===== config.mk =====
export PLATFORM = sky130hd
export DESIGN_NAME = ov7670_frame_arbiter
export DESIGN_NICKNAME = d
export VERILOG_FILES = /design/src/rtl/ov7670_pkg.sv /design/src/rtl/ov7670_edge_sync.sv /design/src/rtl/ov7670_frame_arbiter.sv
export SDC_FILE = /design/constraint.sdc
export NUM_CORES = 1
export LEC_CHECK = 0
export ABC_AREA = 1
export CELL_PAD_IN_SITES_DETAIL_PLACEMENT = 1
export CELL_PAD_IN_SITES_GLOBAL_PLACEMENT = 2
export CORE_MARGIN = 5
export CORE_UTILIZATION = 39
export DETAILED_ROUTE_END_ITERATION = 10
export PLACE_DENSITY = 0.84
export SYNTH_ARGS = -nofsm -noshare
export SYNTH_HDL_FRONTEND = slang
export SYNTH_SLANG_ARGS = --single-unit

===== constraint.sdc =====
create_clock -name i_clk_40m -period 3.9 [get_ports i_clk_40m]
set_input_delay 0.78 -clock i_clk_40m [delete_from_list [all_inputs] [get_ports i_clk_40m]]
set_output_delay 0.78 -clock i_clk_40m [all_outputs]
set_load 0.01 [all_outputs]

===== src/rtl/ov7670_pkg.sv =====
`default_nettype none
// +----------------------------------------------------------------------+
// | ov7670_pkg : shared encodings and defaults for the OV7670 FIFO path  |
// | Rev 1.0                                                              |
// +----------------------------------------------------------------------+
package ov7670_pkg;

  typedef enum logic [2:0] {
    ST_IDLE     = 3'd0,
    ST_WAIT_VS1 = 3'd1,
    ST_WRITE    = 3'd2,
    ST_WAIT_VS2 = 3'd3,
    ST_RD_REQ   = 3'd4,
    ST_RD_WAIT  = 3'd5
  } state_e;

  localparam int unsigned WRST_CYCLES_DEFAULT    = 4;
  localparam logic [31:0] TIMEOUT_CYCLES_DEFAULT = 32'd4000000;

  // VGA RGB565 frame as stored in the camera FIFO
  localparam int unsigned FRAME_BYTES = 640 * 480 * 2;

  function automatic logic is_wait_state(input state_e s);
    return (s == ST_WAIT_VS1) || (s == ST_WAIT_VS2) ||
           (s == ST_RD_REQ)   || (s == ST_RD_WAIT);
  endfunction

endpackage
`default_nettype wire


===== src/rtl/ov7670_edge_sync.sv =====
`default_nettype none
// +----------------------------------------------------------------------+
// | ov7670_edge_sync : 2-FF synchronizer plus registered rise detector   |
// | Rev 1.0                                                              |
// +----------------------------------------------------------------------+
module ov7670_edge_sync (
  input  logic i_clk,
  input  logic i_rst_n,
  input  logic i_async,
  output logic o_rise
);

  logic       r_s1;
  logic       r_s2;
  logic       r_prev;
  logic       r_rise;
  logic [1:0] r_fill;

  // r_fill blocks a rise until r_s2 and r_prev both hold real samples, so a
  // level already high at reset release is not mistaken for a fresh edge.
  always_ff @(posedge i_clk or negedge i_rst_n) begin
    if (!i_rst_n) begin
      r_s1   <= 1'b0;
      r_s2   <= 1'b0;
      r_prev <= 1'b0;
      r_rise <= 1'b0;
      r_fill <= 2'd0;
    end else begin
      r_s1   <= i_async;
      r_s2   <= r_s1;
      r_prev <= r_s2;
      if (r_fill != 2'd3) begin
        r_fill <= r_fill + 2'd1;
      end
      r_rise <= (r_fill == 2'd3) && r_s2 && !r_prev;
    end
  end

  assign o_rise = r_rise;

endmodule
`default_nettype wire


===== src/rtl/ov7670_frame_arbiter.sv =====
`default_nettype none
// +----------------------------------------------------------------------+
// | ov7670_frame_arbiter : sequences camera FIFO write and reader start  |
// | Rev 1.0                                                              |
// +----------------------------------------------------------------------+
module ov7670_frame_arbiter
  import ov7670_pkg::*;
#(
  parameter int unsigned WRST_CYCLES    = WRST_CYCLES_DEFAULT,
  parameter logic [31:0] TIMEOUT_CYCLES = TIMEOUT_CYCLES_DEFAULT
) (
  input  logic        i_clk_40m,
  input  logic        i_rst_n,
  input  logic        i_ov_vsync,
  input  logic        i_frame_req,
  input  logic        i_cont_mode,
  input  logic        i_rd_frame,
  output logic        o_ov_wrst,
  output logic        o_ov_wen,
  output logic        o_read_en,
  output logic        o_busy,
  output logic [15:0] o_frame_cnt,
  output logic        o_err
);

  localparam logic [7:0]  c_wrst_last = 8'(WRST_CYCLES - 1);
  localparam logic [31:0] c_tmo_last  = TIMEOUT_CYCLES - 32'd1;

  state_e      r_state;
  state_e      w_state_nxt;
  logic        w_vs_rise;
  logic        r_pend;
  logic        r_rd_prev;
  logic [7:0]  r_wrst_cnt;
  logic [31:0] r_tmo;
  logic        r_wrst;
  logic        r_wen;
  logic        r_read_en;
  logic        r_busy;
  logic        r_err;
  logic [15:0] r_frame_cnt;
  logic        w_wrst_nxt;
  logic        w_wen_nxt;
  logic        w_read_en_nxt;
  logic        w_frame_done;
  logic        w_tmo_hit;
  logic        w_tmo_fire;

  ov7670_edge_sync u_vs_sync (
    .i_clk   (i_clk_40m),
    .i_rst_n (i_rst_n),
    .i_async (i_ov_vsync),
    .o_rise  (w_vs_rise)
  );

  assign w_tmo_hit = (r_tmo == c_tmo_last);

  // Outputs are computed for the next state and registered alongside it.
  always_comb begin
    w_state_nxt   = r_state;
    w_wrst_nxt    = 1'b1;
    w_wen_nxt     = 1'b0;
    w_read_en_nxt = 1'b0;
    w_frame_done  = 1'b0;
    w_tmo_fire    = 1'b0;
    case (r_state)
      ST_IDLE: begin
        if (i_frame_req || r_pend || i_cont_mode) begin
          w_state_nxt = ST_WAIT_VS1;
        end
      end
      ST_WAIT_VS1: begin
        if (w_vs_rise) begin
          w_state_nxt = ST_WRITE;
          w_wrst_nxt  = 1'b0;
          w_wen_nxt   = 1'b1;
        end else if (w_tmo_hit) begin
          w_state_nxt = ST_IDLE;
          w_tmo_fire  = 1'b1;
        end
      end
      ST_WRITE: begin
        w_wen_nxt = 1'b1;
        if (r_wrst_cnt == c_wrst_last) begin
          w_state_nxt = ST_WAIT_VS2;
        end else begin
          w_wrst_nxt = 1'b0;
        end
      end
      ST_WAIT_VS2: begin
        if (w_vs_rise) begin
          w_state_nxt   = ST_RD_REQ;
          w_read_en_nxt = 1'b1;
          w_frame_done  = 1'b1;
        end else if (w_tmo_hit) begin
          w_state_nxt = ST_IDLE;
          w_tmo_fire  = 1'b1;
        end else begin
          w_wen_nxt = 1'b1;
        end
      end
      ST_RD_REQ: begin
        if (!i_rd_frame) begin
          w_state_nxt = ST_RD_WAIT;
        end else if (w_tmo_hit) begin
          w_state_nxt = ST_IDLE;
          w_tmo_fire  = 1'b1;
        end else begin
          w_read_en_nxt = 1'b1;
        end
      end
      ST_RD_WAIT: begin
        // Only a fresh 0->1 edge ends the wait, not a level that was already high.
        if (i_rd_frame && !r_rd_prev) begin
          w_state_nxt = ST_IDLE;
        end else if (w_tmo_hit) begin
          w_state_nxt = ST_IDLE;
          w_tmo_fire  = 1'b1;
        end
      end
      default: begin
        w_state_nxt = ST_IDLE;
      end
    endcase
  end

  always_ff @(posedge i_clk_40m or negedge i_rst_n) begin
    if (!i_rst_n) begin
      r_state     <= ST_IDLE;
      r_pend      <= 1'b0;
      r_rd_prev   <= 1'b0;
      r_wrst_cnt  <= 8'd0;
      r_tmo       <= 32'd0;
      r_wrst      <= 1'b1;
      r_wen       <= 1'b0;
      r_read_en   <= 1'b0;
      r_busy      <= 1'b0;
      r_err       <= 1'b0;
      r_frame_cnt <= 16'd0;
    end else begin
      r_state   <= w_state_nxt;
      r_wrst    <= w_wrst_nxt;
      r_wen     <= w_wen_nxt;
      r_read_en <= w_read_en_nxt;
      r_busy    <= (w_state_nxt != ST_IDLE);
      r_rd_prev <= i_rd_frame;

      if (w_frame_done) begin
        r_frame_cnt <= r_frame_cnt + 16'd1;
      end
      if (w_tmo_fire) begin
        r_err <= 1'b1;
      end

      // Requests outside IDLE (including the cycle IDLE is entered) are held once.
      if (r_state == ST_IDLE) begin
        if (w_state_nxt == ST_WAIT_VS1) begin
          r_pend <= 1'b0;
        end
      end else if (i_frame_req) begin
        r_pend <= 1'b1;
      end

      if (w_state_nxt != r_state) begin
        r_tmo      <= 32'd0;
        r_wrst_cnt <= 8'd0;
      end else begin
        if (is_wait_state(r_state)) begin
          r_tmo <= r_tmo + 32'd1;
        end
        if (r_state == ST_WRITE) begin
          r_wrst_cnt <= r_wrst_cnt + 8'd1;
        end
      end
    end
  end

  assign o_ov_wrst   = r_wrst;
  assign o_ov_wen    = r_wen;
  assign o_read_en   = r_read_en;
  assign o_busy      = r_busy;
  assign o_frame_cnt = r_frame_cnt;
  assign o_err       = r_err;

endmodule
`default_nettype wire


==> results.txt, run 1 <==
slew margin rel.: 0.378
antenna cells: 0
IO Port Bufs: 26
post-synthesis sequential area ratio: 0.465
syn_nets: 462
Resized Gates After CTS: 0
vias in the first global route: 3240
pwr dens: 511 nW/um2
critical-path cell list: clkdlybuf4s50_1 > inv_1 > nor2_1 > or2_1 > o21ai_1 > nand2_1 > o21ai_1 > nand3_2 > buf_4 > nor2_1
Max stage delay cell, worst path: clkdlybuf4s50_1
Clock Skew: 0.0126 ns
fraction of the mapped netlist area in compound gates: 0.0229
hpwl dp: 6310 um
Initial Util: 0.398
Final Wtd Congestion: 0.784
count of final hold-check violations: 0
DIE HEIGHT: 110 um
first-pass iteration count of the detailed router: 4
hold buffers post-CTS: 0
Peak supply drop: 0.308 mV
synthesis-to-layout area growth: 16.7%
Crit Path Category: in2reg
r2r endpoint: r_tmo[19]$_DFFE_PN0P_
WP depth: 10
max_cap viols: 0
startpoint types: primary input
Worst Setup SP: i_rd_frame
Worst-Margin Slew: 0.932 ns
Synth top area share: 0.459
top post-synthesis cells by area: dfrtp_1 46%, nand2_1 8.6%, xor2_1 7.0%, nor2_1 5.8%, nor2_2 5.5%
simple-gate portion of the synthesized area: 0.328
DR vias/cell: 4.68
Synth Area in XOR/XNOR: 0.0995
achievable frequency: 0.377 GHz
commonest cells after routing, fill and taps aside: 89 x nand2_1, 71 x dfrtp_1, 60 x nor2_1, 49 x inv_1, 34 x nor2_2
Worst setup EP type: register
largest net degree at the start of global routing: 73
fin nets: 497
mapped cell area: 3870 um2
total CTS buffers: 9
run status: completed
largest stage delay on the critical path: 0.49 ns
CP top delay family: buffers and inverters
largest family of logic cells by synthesized area: simple AND/OR/NAND/NOR gates
Horiz. Die Dim: 110 um
core area: 9730 um2
fillers: 1191
setup slack after layout: 1.25 ns
Post-Syn Instances: 452
critical path capture point: r_tmo[19]$_DFFE_PN0P_
clk buf depth: 2
synthesized area per cell: 8.57 um2
Hold Worst Slack: 0.368 ns
# rows: 36
Yosys reg bits: 72
Crit path buffers/inverters: 3
Via Count: 2924
clk_lat worst skew: 0.35 ns
DRT iter0 DRCs: 83
CTS root buffer: clkbuf_8
H-tree depth: 3
Synth Area in Adders: 0.0129
post-CTS setup buffer count: 0
Arr. time, crit path: 2.93 ns
Die ar.: 12000 um2
io pins: 27
Sink Count: 72
GRT Util Overall: 0.162
DRT antenna net count: 0
Synthesis Warnings: 0
post-synthesis mux area share: 0.00807
pre-CTS setup slack: 0.863 ns
final wirelength: 8580 um
Congestion Overflow GR: 0
initial antenna violation count: 0
Setup violations, final: 0
Hold Path Class: reg2reg
Netlist cell types: 33
worst r2r path cells: 11
P_leak: 1.95 nW
CTS clock-pin slew for the worst setup and hold paths: 0.08 ns
most common cell after layout, fill and taps aside: nand2_1
maximum net fanout on the critical path: 18
post-synth top area cell: dfrtp_1
Final min period: 2.65 ns
RSZ-0062 raised after global routing: false
DRC violations left: 0
CTS tree: yes
RR Startpoint: r_tmo[0]$_DFFE_PN0P_
flop-to-flop setup slack: 1.50 ns
Max Slew Vio Count: 0
setup TNS: 0 ns
final worst-path cycle share: 0.680
first-pass GRT wire length: 15300 um
Design Power: 2.31 mW
share of layout cells above drive strength 1: 0.165
DR WL/cell: 13.7 um
Critical Path RT: 4.17 ns
sequential cells by signal (all words and copies together) (netlist names), 2 cells and up:
name	flops
r_tmo	32
o_frame_cnt	16
r_state	3
r_wrst_cnt	8
u_vs_sync.r_fill	2
synthesized netlist by cell type:
library cell	n
a21o_1	1
a21oi_1	1
buf_6	4
dfrtp_1	71
dfstp_2	1
ha_1	4
inv_1	49
inv_2	4
mux2_2	1
mux2i_1	2
nand2_1	89
nand2_2	5
nand2_4	2
nand3_1	29
nand3_2	6
nand3b_1	1
nand3b_2	1
nand4_1	11
nor2_1	60
nor2_2	34
nor2_4	5
nor3_1	9
nor3_2	2
nor3b_1	1
nor4_1	3
o21ai_0	6
o21ai_1	2
o21bai_1	1
o31ai_1	1
o31ai_4	1
or2_1	1
xnor2_1	13
xor2_1	31
worst register-to-register path: cells and delay by family (launching register included):
kind / cells / cell delay, ns
buffers and inverters: 1 / 0.32
and+or+nand+nor: 9 / 1.36
adders and majority gates: 1 / 0.19
DFF: 1 / 0.41
power by group:
part	internal (mW)	switching [mW]	total [mW]
Combinational	0.214	0.454	0.667
Clock	0.446	0.308	0.754
Sequential	0.816	0.0741	0.890
Total	1.48	0.835	2.31
cell families (layout without fill, tap and decap cells):
| group | Yosys count | in the layout |
|---|---|---|
| and+or+nand+nor | 259 | 259 |
| adders and majority gates | 4 | 4 |
| DFF | 72 | 72 |
| AOI/OAI and AO/OA | 13 | 13 |
| buffers and inverters | 57 | 97 |
| muxes | 3 | 3 |
| xor gates and xnor gates | 44 | 44 |
stage by stage:
| stage | cell area, um2 | std cells | util |
|---|---|---|---|
| global route | 4520 | 625 | 0.465 |
| global placement | 4270 | 609 | 0.439 |
| detailed placement | 4270 | 609 | 0.439 |
| CTS | 4520 | 625 | 0.465 |
| floorplan | 3870 | 452 | - |
| finish | 4520 | 625 | 0.465 |
final cells by class:
cell class              count  area [um2]  share of cell area
multi-input cells         323        1830               0.404
flip-flops and latches     72        1800               0.399
repair buffers             28         273              0.0603
inverters                  53         199              0.0440
well taps                 133         166              0.0368
clock buffers              10         138              0.0304
clock inverters             6         115              0.0255
routing by layer:
layer | GRT usage | vias to the layer above | share of wire
met5 | 0 | - | 0
li1 | - | 1479 | -
met4 | 0.0374 | 0 | 0.0093
met3 | 0.0423 | 6 | 0.018
met1 | 0.205 | 1415 | 0.47
met2 | 0.277 | 24 | 0.50
how the worst min path moves through the flow:
| stage | slack (ns) | cells after the start | endpoint | start |
|---|---|---|---|---|
| 2_1_floorplan | 0.33 | 0 | u_vs_sync.r_s2$_DFF_PN0_ | u_vs_sync.r_s1$_DFF_PN0_ |
| 3_3_place_gp | 0.34 | 0 | u_vs_sync.r_s2$_DFF_PN0_ | u_vs_sync.r_s1$_DFF_PN0_ |
| 3_5_place_dp | 0.35 | 0 | u_vs_sync.r_s2$_DFF_PN0_ | u_vs_sync.r_s1$_DFF_PN0_ |
| 4_1_cts | 0.37 | 0 | u_vs_sync.r_s2$_DFF_PN0_ | u_vs_sync.r_s1$_DFF_PN0_ |
| 5_1_grt | 0.39 | 0 | u_vs_sync.r_s2$_DFF_PN0_ | u_vs_sync.r_s1$_DFF_PN0_ |
| 6_report | 0.37 | 0 | u_vs_sync.r_s2$_DFF_PN0_ | u_vs_sync.r_s1$_DFF_PN0_ |
Power figures use the tool's default switching activity.
==> run 2: changes to the inputs <==
--- a/config.mk
+++ b/config.mk
@@ -9,9 +9,9 @@
 export CELL_PAD_IN_SITES_DETAIL_PLACEMENT = 1
 export CELL_PAD_IN_SITES_GLOBAL_PLACEMENT = 2
 export CORE_MARGIN = 5
-export CORE_UTILIZATION = 39
+export CORE_UTILIZATION = 36
 export DETAILED_ROUTE_END_ITERATION = 10
-export PLACE_DENSITY = 0.84
+export PLACE_DENSITY = 0.78
 export SYNTH_ARGS = -nofsm -noshare
 export SYNTH_HDL_FRONTEND = slang
 export SYNTH_SLANG_ARGS = --single-unit
==> constraint.sdc (replaced) <==
create_clock -name i_clk_40m -period 2.6 [get_ports i_clk_40m]
set_input_delay 0.52 -clock i_clk_40m [delete_from_list [all_inputs] [get_ports i_clk_40m]]
set_output_delay 0.52 -clock i_clk_40m [all_outputs]
set_load 0.01 [all_outputs]
==> results.txt, run 2 (synthesis gave the netlist of run 1 again) <==
DIE HEIGHT: 114 um (+3.7%)
RSZ-0062 raised after global routing: false
max_cap viols: 0 (unchanged)
CTS tree: yes
Area after DPL: 4310 um2 (+0.91%)
achievable frequency: 0.442 GHz
Worst-Margin Slew: 0.618 ns (-0.314 ns)
count of final hold-check violations: 0 (unchanged)
core area: 10400 um2 (+7.1%)
Hold Path Class: in2async
Arr. time, crit path: 2.47 ns (-0.46 ns)
Crit path buffers/inverters: 1 (-2)
max reg flops: 32 (unchanged)
slew margin rel.: 0.584 (+0.205)
final design area excluding fillers: 4500 um2 (-0.58%)
clk_lat worst skew: 0.35 ns (about the same)
Clock Skew: 0.0131 ns (+0.000510 ns)
Initial Util: 0.372 (-0.0263)
post-CTS setup buffer count: 0 (unchanged)
Biggest register: r_tmo
total CTS buffers: 9 (unchanged)
Resized Gates After CTS: 0 (unchanged)
H-tree depth: 3 (unchanged)
share of layout cells above drive strength 1: 0.168 (+0.00304)
Final Wtd Congestion: 0.810 (+3.2%)
largest net degree at the start of global routing: 41 (-44%)
synthesis-to-layout area growth: 16.0%
DRC violations left: 0 (unchanged)
run status: completed
# rows: 37 (+2.8%)
Max Slew Vio Count: 0 (unchanged)
antenna cells: 0 (unchanged)
commonest cells after routing, fill and taps aside: 89 x nand2_1, 71 x dfrtp_1, 60 x nor2_1, 49 x inv_1, 34 x nor2_2
DRT iter0 DRCs: 52 (-37%)
Horiz. Die Dim: 114 um (+3.7%)
CP top delay family: simple AND/OR/NAND/NOR gates
Congestion Overflow GR: 0 (unchanged)
first-pass iteration count of the detailed router: 4 (unchanged)
hpwl dp: 6360 um (+0.88%)
DR WL/cell: 13.6 um (-1.2%)
P_leak: 1.94 nW (-0.55%)
most common cell after layout, fill and taps aside: nand2_1
clk buf depth: 2 (unchanged)
Setup violations, final: 0 (unchanged)
GRT Util Overall: 0.147 (-0.0149)
setup TNS: 0 ns (unchanged)
vias in the first global route: 3185 (-1.7%)
final wirelength: 8560 um (-0.28%)
Final min period: 2.26 ns
fin nets: 500 (+0.60%)
first-pass GRT wire length: 15400 um (+0.82%)
IO Port Bufs: 26 (unchanged)
Max stage delay cell, worst path: buf_4
initial antenna violation count: 0 (unchanged)
CTS root buffer: clkbuf_8
final worst-path cycle share: 0.870
pwr dens: 715 nW/um2 (+40%)
startpoint types: register
hold buffers post-CTS: 0 (unchanged)
DR vias/cell: 4.64 (-0.75%)
Sink Count: 72 (unchanged)
io pins: 27 (unchanged)
maximum net fanout on the critical path: 40 (+22)
Critical Path RT: 2.81 ns (-1.36 ns)
CTS clock-pin slew for the worst setup and hold paths: 0.09 ns (about the same)
largest stage delay on the critical path: 0.48 ns (about the same)
Via Count: 2930 (+0.21%)
Crit Path Category: reg2reg
Peak supply drop: 0.482 mV (+56%)
critical-path cell list: ha_1 > nand2_1 > nor2_1 > nand2_2 > nor2_4 > nand2_2 > nand2_1 > nand3_1 > nand3_2 > buf_4 > nor2_1
Worst setup EP type: register
DRT antenna net count: 0 (unchanged)
Die ar.: 12900 um2 (+7.6%)
[run 2: changes by cell type in the layout (fill, tap and decap cells not counted), sizes merged]
cell      change
buf           +3
clkinv        +2
bufinv        -2
clkinvlp      +1
inv           -1
[run 2: power breakdown]
| part | leakage [nW] | internal (mW) | switching, mW |
|---|---|---|---|
| sequential | 0.959 | 1.22 | 0.111 |
| clock | 0.0920 | 0.439 | 0.445 |
| combinational | 0.892 | 0.316 | 0.679 |
[run 2: layout make-up]
class	count	area, um2
Fill cell	1246	5920
Multi-Input combinational cell	323	1830
Timing Repair Buffer	31	308
Tap cell	136	170
Clock inverter	6	60.1
Sequential cell	72	1800
Clock buffer	10	128
Inverter	53	199
[run 2: stage by stage]
stage | total power, mW | std cells | setup WS, ns | util | hold WS (ns)
6_report | 3.21 | 631 | 0.338 | 0.432 | 0.125
5_1_grt | 3.45 | 631 | 0.0685 | 0.432 | 0.144
4_1_cts | 3.29 | 631 | 0.276 | 0.432 | 0.130
3_5_place_dp | 2.37 | 615 | 0.219 | 0.414 | 0.340
3_3_place_gp | 2.36 | 615 | 0.281 | 0.414 | 0.335
2_1_floorplan | 2.13 | 452 | 0.943 | - | 0.224
[run 2: worst paths after layout]
| check | cells after the start | to | slack [ns] | start |
|---|---|---|---|---|
| max | 11 | r_tmo[31]$_DFFE_PN0P_ | 0.34 | r_tmo[0]$_DFFE_PN0P_ |
| min | 1 | r_tmo[4]$_DFFE_PN0P_ | 0.13 | i_rst_n |
| max reg2reg | 11 | r_tmo[31]$_DFFE_PN0P_ | 0.34 | r_tmo[0]$_DFFE_PN0P_ |
| min reg2reg | 0 | u_vs_sync.r_s2$_DFF_PN0_ | 0.35 | u_vs_sync.r_s1$_DFF_PN0_ |
| max in group asynchronous | 2 | o_err$_DFFE_PN0P_ | 1.89 | i_rst_n |
| min in group i_clk_40m | 0 | u_vs_sync.r_s2$_DFF_PN0_ | 0.35 | u_vs_sync.r_s1$_DFF_PN0_ |
[run 2: worst reg2reg max path, cell delays in order (launching register included)]
cell	delay, ns
dfrtp_1	0.41
ha_1	0.20
nand2_1	0.08
nor2_1	0.17
nand2_2	0.13
nor2_4	0.14
nand2_2	0.10
nand2_1	0.13
nand3_1	0.12
nand3_2	0.09
buf_4	0.48
nor2_1	0.11
[run 2: layer usage]
layer  share of wire  routed length (um)  track usage
met1            0.49                4220        0.197
met3           0.022                 184       0.0318
met2            0.47                4030        0.241
met5               0                   0            0
met4           0.014                 118       0.0393
==> run 3: changes to the inputs <==
--- a/config.mk
+++ b/config.mk
@@ -9,9 +9,9 @@
 export CELL_PAD_IN_SITES_DETAIL_PLACEMENT = 1
 export CELL_PAD_IN_SITES_GLOBAL_PLACEMENT = 2
 export CORE_MARGIN = 5
-export CORE_UTILIZATION = 36
+export CORE_UTILIZATION = 39
 export DETAILED_ROUTE_END_ITERATION = 10
-export PLACE_DENSITY = 0.78
+export PLACE_DENSITY = 0.84
 export SYNTH_ARGS = -nofsm -noshare
 export SYNTH_HDL_FRONTEND = slang
 export SYNTH_SLANG_ARGS = --single-unit
==> constraint.sdc (replaced) <==
create_clock -name i_clk_40m -period 2.85 [get_ports i_clk_40m]
set_input_delay 0.57 -clock i_clk_40m [delete_from_list [all_inputs] [get_ports i_clk_40m]]
set_output_delay 0.57 -clock i_clk_40m [all_outputs]
set_load 0.01 [all_outputs]
==> results.txt, run 3 (synthesis gave the netlist of run 1 again) <==
Setup violations, final: 0 (unchanged)
fin nets: 496 (-0.80%)
antenna cells: 0 (unchanged)
GRT Util Overall: 0.162 (+0.0148)
Final Wtd Congestion: 0.792 (-2.1%)
Resized Gates After CTS: 0 (unchanged)
setup TNS: 0 ns (unchanged)
clk buf depth: 2 (unchanged)
DR vias/cell: 4.72 (+1.7%)
largest net degree at the start of global routing: 73 (+78%)
dpl cells: 608 (-1.1%)
final wirelength: 8640 um (+0.91%)
slew margin rel.: 0.382 (-0.202)
share of layout cells above drive strength 1: 0.161 (-0.00678)
Congestion Overflow GR: 0 (unchanged)
DR WL/cell: 13.8 um (+2.0%)
Via Count: 2946 (+0.55%)
Critical Path RT: 3.08 ns (+0.27 ns)
achievable frequency: 0.462 GHz (+4.4%)
IO Port Bufs: 26 (unchanged)
Arr. time, crit path: 2.40 ns (-0.07 ns)
Finished Layout Cells: 624 (-1.1%)
H-tree depth: 3 (unchanged)
maximum net fanout on the critical path: 32 (-20%)
first-pass GRT wire length: 15200 um (-0.85%)
# rows: 36 (-2.7%)
hold buffers post-CTS: 0 (unchanged)
synthesis-to-layout area growth: 15.6%
P_leak: 1.93 nW (-0.46%)
max reg flops: 32 (unchanged)
RSZ-0062 raised after global routing: false
Horiz. Die Dim: 110 um (-3.6%)
clk_lat worst skew: 0.35 ns (about the same)
Max Slew Vio Count: 0 (unchanged)
core area: 9730 um2 (-6.6%)
Die ar.: 12000 um2 (-7.0%)
initial antenna violation count: 0 (unchanged)
Initial Util: 0.398 (+0.0263)
Worst-Margin Slew: 0.927 ns (+0.309 ns)
CTS clock-pin slew for the worst setup and hold paths: 0.08 ns (about the same)
Clock Skew: 0.0119 ns (-0.00118 ns)
DRT iter0 DRCs: 93 (+79%)
Sink Count: 72 (unchanged)
DRT antenna net count: 0 (unchanged)
final worst-path cycle share: 0.760 (-0.110)
DIE HEIGHT: 110 um (-3.6%)
commonest cells after routing, fill and taps aside: 89 x nand2_1, 71 x dfrtp_1, 60 x nor2_1, 49 x inv_1, 34 x nor2_2
count of final hold-check violations: 0 (unchanged)
Final min period: 2.17 ns (-0.0958 ns)
Crit Path Category: reg2reg
hpwl dp: 6210 um (-2.5%)
post-CTS setup buffer count: 0 (unchanged)
run status: completed
fillers: 1197 (-3.9%)
CTS tree: yes
io pins: 27 (unchanged)
pwr dens: 671 nW/um2 (-6.2%)
max_cap viols: 0 (unchanged)
CTS root buffer: clkbuf_8
DRC violations left: 0 (unchanged)
first-pass iteration count of the detailed router: 4 (unchanged)
utilization after layout: 0.461 (+0.0289)
Biggest register: r_tmo
Worst setup EP type: register
Hold Path Class: in2async
Design Power: 3.01 mW (-6.5%)
Peak supply drop: 0.423 mV (-12%)
most common cell after layout, fill and taps aside: nand2_1
worst r2r path cells: 11 (unchanged)
startpoint types: register
vias in the first global route: 3198 (+0.41%)
total CTS buffers: 9 (unchanged)
run 3: changes by cell type in the layout (fill, tap and decap cells not counted):
cell	change
clkinvlp_4	-1
inv_6	+1
clkbuf_8	+2
clkinv_2	-2
buf_4	-4
run 3: metrics by stage:
stage / setup WS [ns] / instance area, um2 / hold WS, ns
after global routing: 0.419 / 4480 / 0.375
final: 0.684 / 4480 / 0.352
after detailed placement: 0.337 / 4270 / 0.343
after global placement: 0.427 / 4270 / 0.338
after floorplan: 1.19 / 3870 / 0.274
after CTS: 0.635 / 4480 / 0.362
run 3: final cells by class:
type / count / area (um2) / share of cell area
multi-input combinational: 323 / 1830 / 0.408
sequential: 72 / 1800 / 0.402
timing repair buffer: 27 / 278 / 0.0620
tap: 133 / 166 / 0.0371
inverter: 53 / 199 / 0.0444
clock buffer: 12 / 155 / 0.0346
clock inverter: 4 / 51.3 / 0.0114
run 3: metal layers:
layer	vias to the layer above	track usage	share of wire
li1	1480	-	-
met1	1433	0.211	0.48
met2	22	0.272	0.49
met3	11	0.0252	0.016
met4	0	0.0579	0.014
met5	-	0	0
run 3: final timing paths:
check,start,endpoint,slack (ns)
worst min-delay path,i_rst_n,r_tmo[6]$_DFFE_PN0P_,0.35
min in group i_clk_40m,u_vs_sync.r_s1$_DFF_PN0_,u_vs_sync.r_s2$_DFF_PN0_,0.36
worst max register to register,r_tmo[0]$_DFFE_PN0P_,r_tmo[31]$_DFFE_PN0P_,0.68
max in group asynchronous,i_rst_n,o_frame_cnt[3]$_DFFE_PN0P_,1.89
worst min register to register,u_vs_sync.r_s1$_DFF_PN0_,u_vs_sync.r_s2$_DFF_PN0_,0.36
worst max-delay path,r_tmo[0]$_DFFE_PN0P_,r_tmo[31]$_DFFE_PN0P_,0.68
run 3: worst max-delay path, stage by stage (launching register included):
cell and delay, ns:
dfrtp_1 0.41, ha_1 0.19, nand2_1 0.08, nor2_1 0.17, nand2_2 0.13, nor2_4 0.14, nand2_2 0.10, nand2_1 0.13
nand3_1 0.10, nand3_2 0.25, buf_12 0.26, nor2_1 0.07
run 3: where the power goes:
part / internal (mW) / switching (mW) / total (mW) / leakage (nW)
Combinational: 0.312 / 0.620 / 0.933 / 0.872
Sequential: 1.12 / 0.101 / 1.22 / 0.959
Clock: 0.455 / 0.401 / 0.856 / 0.103
